$ cat src/rtl/awg_pkg.sv
// Shared definitions for the AWG waveform player: default widths and FSM encoding.
package awg_pkg;

    localparam int unsigned AWG_ID_WIDTH   = 11;
    localparam int unsigned AWG_ADDR_WIDTH = 16;
    localparam int unsigned AWG_DATA_WIDTH = 64;

    typedef enum logic [2:0] {
        IDLE   = 3'd0,
        LOOKUP = 3'd1,
        LATCH  = 3'd2,
        PLAY   = 3'd3,
        DRAIN  = 3'd4
    } awg_state_e;

endpackage

$ cat src/rtl/awg_wave_player.sv
// AWG waveform player: looks up a waveform descriptor by id, streams the
// waveform words out of wave RAM and presents them as registered DAC words.
module awg_wave_player
    import awg_pkg::*;
#(
    parameter int unsigned ID_WIDTH   = AWG_ID_WIDTH,
    parameter int unsigned ADDR_WIDTH = AWG_ADDR_WIDTH,
    parameter int unsigned DATA_WIDTH = AWG_DATA_WIDTH
) (
    input  logic                  I_clk_250mhz,
    input  logic                  I_rst_n,
    input  logic [ID_WIDTH-1:0]   I_tx_id,
    input  logic                  I_tx_ena,
    output logic [ID_WIDTH-1:0]   O_desc_addr,
    input  logic [ADDR_WIDTH-1:0] I_desc_start,
    input  logic [ADDR_WIDTH-1:0] I_desc_len,
    output logic [ADDR_WIDTH-1:0] O_mem_rd_addr,
    output logic                  O_mem_rd_en,
    input  logic [DATA_WIDTH-1:0] I_mem_rd_data,
    output logic [DATA_WIDTH-1:0] O_dac_data,
    output logic                  O_dac_valid,
    output logic                  O_busy,
    output logic                  O_err_overrun,
    input  logic                  I_err_clr,
    output logic [2:0]            O_state
);

    localparam logic [ADDR_WIDTH-1:0] CNT_ONE = ADDR_WIDTH'(1);

    awg_state_e            state;
    logic [ID_WIDTH-1:0]   desc_addr;
    logic [ADDR_WIDTH-1:0] addr_cnt;
    logic [ADDR_WIDTH-1:0] remain_cnt;
    logic                  rd_en;
    logic                  busy;
    logic                  drain_cnt;
    logic                  rd_en_d1;
    logic                  dac_valid;
    logic [DATA_WIDTH-1:0] dac_data;
    logic                  err_overrun;

    // Playback sequencer: descriptor lookup, word-by-word read issue, pipeline drain.
    always_ff @(posedge I_clk_250mhz or negedge I_rst_n) begin
        if (!I_rst_n) begin
            state      <= IDLE;
            desc_addr  <= '0;
            addr_cnt   <= '0;
            remain_cnt <= '0;
            rd_en      <= 1'b0;
            busy       <= 1'b0;
            drain_cnt  <= 1'b0;
        end else begin
            case (state)
                IDLE: begin
                    if (I_tx_ena) begin
                        desc_addr <= I_tx_id;
                        busy      <= 1'b1;
                        state     <= LOOKUP;
                    end
                end
                LOOKUP: begin
                    state <= LATCH;
                end
                LATCH: begin
                    addr_cnt   <= I_desc_start;
                    remain_cnt <= I_desc_len;
                    if (I_desc_len == '0) begin
                        busy  <= 1'b0;
                        state <= IDLE;
                    end else begin
                        rd_en <= 1'b1;
                        state <= PLAY;
                    end
                end
                PLAY: begin
                    // rd_en is registered, so it drops on the same edge that leaves PLAY
                    addr_cnt   <= addr_cnt + CNT_ONE;
                    remain_cnt <= remain_cnt - CNT_ONE;
                    if (remain_cnt == CNT_ONE) begin
                        rd_en     <= 1'b0;
                        drain_cnt <= 1'b0;
                        state     <= DRAIN;
                    end
                end
                DRAIN: begin
                    if (drain_cnt) begin
                        busy  <= 1'b0;
                        state <= IDLE;
                    end else begin
                        drain_cnt <= 1'b1;
                    end
                end
                default: begin
                    rd_en <= 1'b0;
                    busy  <= 1'b0;
                    state <= IDLE;
                end
            endcase
        end
    end

    // Two-stage alignment of read enable with RAM data; DAC word forced to zero when idle.
    always_ff @(posedge I_clk_250mhz or negedge I_rst_n) begin
        if (!I_rst_n) begin
            rd_en_d1  <= 1'b0;
            dac_valid <= 1'b0;
            dac_data  <= '0;
        end else begin
            rd_en_d1  <= rd_en;
            dac_valid <= rd_en_d1;
            dac_data  <= rd_en_d1 ? I_mem_rd_data : '0;
        end
    end

    // Sticky overrun flag: a request outside IDLE sets it, and a set beats a clear.
    always_ff @(posedge I_clk_250mhz or negedge I_rst_n) begin
        if (!I_rst_n) begin
            err_overrun <= 1'b0;
        end else if (I_tx_ena && (state != IDLE)) begin
            err_overrun <= 1'b1;
        end else if (I_err_clr) begin
            err_overrun <= 1'b0;
        end
    end

    assign O_desc_addr   = desc_addr;
    assign O_mem_rd_addr = addr_cnt;
    assign O_mem_rd_en   = rd_en;
    assign O_dac_data    = dac_data;
    assign O_dac_valid   = dac_valid;
    assign O_busy        = busy;
    assign O_err_overrun = err_overrun;
    assign O_state       = state;

endmodule

$ cat config.mk
export PLATFORM = sky130hd
export DESIGN_NAME = awg_wave_player
export DESIGN_NICKNAME = d
export VERILOG_FILES = /design/src/rtl/awg_pkg.sv /design/src/rtl/awg_wave_player.sv
export SDC_FILE = /design/constraint.sdc
export NUM_CORES = 1
export LEC_CHECK = 0
export CORE_MARGIN = 4
export CORE_UTILIZATION = 45
export CTS_BUF_LIST = sky130_fd_sc_hd__clkbuf_16
export CTS_CLUSTER_DIAMETER = 60
export DETAILED_ROUTE_END_ITERATION = 12
export PLACE_DENSITY = 0.85
export SLEW_MARGIN = 0
export SYNTH_ARGS = -nofsm -noshare
export SYNTH_HDL_FRONTEND = slang
export SYNTH_SLANG_ARGS = --single-unit
$ cat constraint.sdc
create_clock -name I_clk_250mhz -period 4.35 [get_ports I_clk_250mhz]
set_clock_uncertainty 0.1 [all_clocks]
set_input_delay 0.87 -clock I_clk_250mhz [delete_from_list [all_inputs] [get_ports I_clk_250mhz]]
set_output_delay 0.87 -clock I_clk_250mhz [all_outputs]
set_load 0.01 [all_outputs]
==> flow_summary.toml <==
[job]
maxCapViolCount = 0

[setup_path]
path_class = "flop to primary output"
crit_cells = 1
crit_start = "O_state[0]"
worstSetupEndpointType = "primary output"
cp.arrival_ns = 1.83
start_kind = "flop"
path_max_fanout = 18
slowest_delay_ns = 0.75
crit_required_ns = 3.38
reg2reg_to = "O_mem_rd_addr[14]"
worst_path_max_delay_cell = "dfrtp_1"
crit_end = "O_state[0]"
crit_buf_inv = 1
timing.rr.start = "O_state[1]"
crit_family = "flip-flops"
r2r_slack_ns = 1.61
reg2reg_depth = 6
cp_cell_sequence = "clkdlybuf4s50_1"

[logic_synthesis]
ys_async_sr_fraction = 1.00
yosys-top-cells-area = "dfrtp_1, and2_1, o22ai_1"
yosys.area.top_type = "dfrtp_1"
post-synth-top-count-cell = "dfrtp_1"
ys.flop_type = "dfrtp_1"
yosysWarnings = 0
synthTopCellsByCount = "dfrtp_1, and2_1, a21oi_1"
synth-edff-count = 0
synth_top_area_share = 0.607
synth_cell_type_count = 40
syn_area_per_cell_sq_um = 11.3
synth-seq-area-share = 0.607
syn_inst = 424
synth_nets = 538
synth.ff_latch_count = 116
syn_area_sq_um = 4780

[timing]
slew_violations = 0
fmax_ghz = 0.357
relSlewSlack = 0.212
period_minus_slack_ns = 2.80
rsz0062_at_grt = "false"
final_hold_viol_count = 0
worstMarginPinSlew_ns = 1.18
setup_viol = 0
period_share = 0.644
finalSetupTns_ns = 0

[worst_hold_path]
hp-class = "flop to flop"
worstHoldPathCells = 0

[final_layout]
syn_to_final_growth_pct = 55.8
nets = 746
drive_above_1_share = 0.0780
fillerInstances = 714
n_antenna_cell = 0
fin_cells = 777

[place]
post-dp-hpwl_microns = 10000
place_congestion = 0.806
dp.cells = 749
port_buffers = 208

[drt]
dr.pass1.iters = 4
post_drt_via_cell_ratio = 5.39
drt-total-wl_microns = 14000
routed-via-count = 4187
postRouteAntennaNets = 0
drc = 0
drt-initial-drc-count = 295
wl_per_cell_microns = 18.1

[power]
leakagePower_nw = 3.06
pwr_density_cell_nw_per_um2 = 557
worst_ir_drop_vdd_uv = 305

[floorplanning]
num_rows = 37
initial_core_util = 0.463
io-pin-count = 209
coreArea_sq_um = 10300
die_y_microns = 111
fp.dieW_microns = 111
dieArea_sq_um = 12300

[clocking]
clk-insertion-delay-late_ns = 0.41
numCtsBuffers = 17
tritoncts = "yes"
clk_path_buf_depth = 2
post_cts_resized = 0
htreeDepth = 4
clock-root-buffer = "clkbuf_16"
postCtsSetupBuffers = 0
ctsHoldBuffers = 0
path_clk_slew_ns = 0.05
cts.sinks = 116

[grt]
grt_pass1_vias = 4350
antenna_found_initial = 0
grt_usage = 0.231
grt_pass1_wl_microns = 22200
grt-ovfl-total = 0
grt_max_degree = 78

[status]
outcome = "completed"
## worst min-delay path by stage
| stage | start | endpoint | slack, ns |
|---|---|---|---|
| final | O_mem_rd_en | rd_en_d1 | 0.34 |
| after global routing | O_mem_rd_en | rd_en_d1 | 0.36 |
| after CTS | O_mem_rd_en | rd_en_d1 | 0.34 |
| after detailed placement | O_mem_rd_en | rd_en_d1 | 0.32 |
| after global placement | O_mem_rd_en | rd_en_d1 | 0.33 |
| after floorplan | rd_en_d1 | O_dac_valid | 0.25 |
## worst reg2reg max path, delay by kind of cell (launching register included)
kind | cells | cell delay [ns]
DFF | 1 | 0.52
buffers and inverters | 2 | 0.66
AOI/OAI and AO/OA | 2 | 0.45
and+or+nand+nor | 2 | 0.85
## sequential cells by signal (all words and copies together), names as in the netlist
| signal | flops |
|---|---|
| drain_cnt | 1 |
| O_state | 3 |
| O_dac_valid | 1 |
| rd_en_d1 | 1 |
| O_dac_data | 64 |
| O_busy | 1 |
| O_desc_addr | 11 |
| O_mem_rd_en | 1 |
| O_mem_rd_addr | 16 |
| remain_cnt | 16 |
| O_err_overrun | 1 |
## logic make-up after synthesis
logic type / share of synthesized area
AOI/OAI and AO/OA: 0.113
muxes: 0.0489
adders and majority gates: 0.00785
buffers and inverters: 0.0285
DFF: 0.607
and+or+nand+nor: 0.195
## metrics by stage
step	setup WS, ns	power, mW	util	instance area [sq um]	hold WS (ns)
2_1_floorplan	1.96	2.35	-	4780	0.252
3_3_place_gp	1.45	2.95	0.676	6970	0.328
3_5_place_dp	1.31	3.03	0.676	6970	0.320
4_1_cts	1.55	4.18	0.722	7450	0.341
5_1_grt	1.41	4.41	0.722	7450	0.357
6_report	1.55	4.15	0.722	7450	0.340
## placed cells by master, fill, tap and decap left out, types with 14 or more instances in the layout
master,n
nand3_1,14
clkbuf_16,17
a21oi_1,33
dfrtp_1,116
o22ai_1,27
clkdlybuf4s50_1,207
o21ai_0,22
and2_1,64
nand2_1,18
## per-layer routing
layer	vias to the layer above	track usage	part of all wire
met5	-	0	0
met4	0	0.0900	0.022
met3	25	0.114	0.11
met2	194	0.404	0.52
met1	2030	0.238	0.35
li1	1938	-	-
## final cells by class
cell class                 count  area [sq um]  area share
tap                          136           170      0.0228
sequential                   116          2900       0.390
clock inverter                11          51.3     0.00688
multi-input combinational    277          1760       0.236
timing repair buffer         213          2120       0.284
clock buffer                  17           425      0.0571
inverter                       7          26.3     0.00353
## power breakdown
part           total, mW  switching [mW]  internal, mW  leakage (nW)
Sequential          1.65           0.311          1.34          1.35
Clock               1.13           0.439         0.693         0.245
Combinational       1.37           0.647         0.720          1.47
Total               4.15            1.40          2.75          3.06
Power figures use the tool's default switching activity.
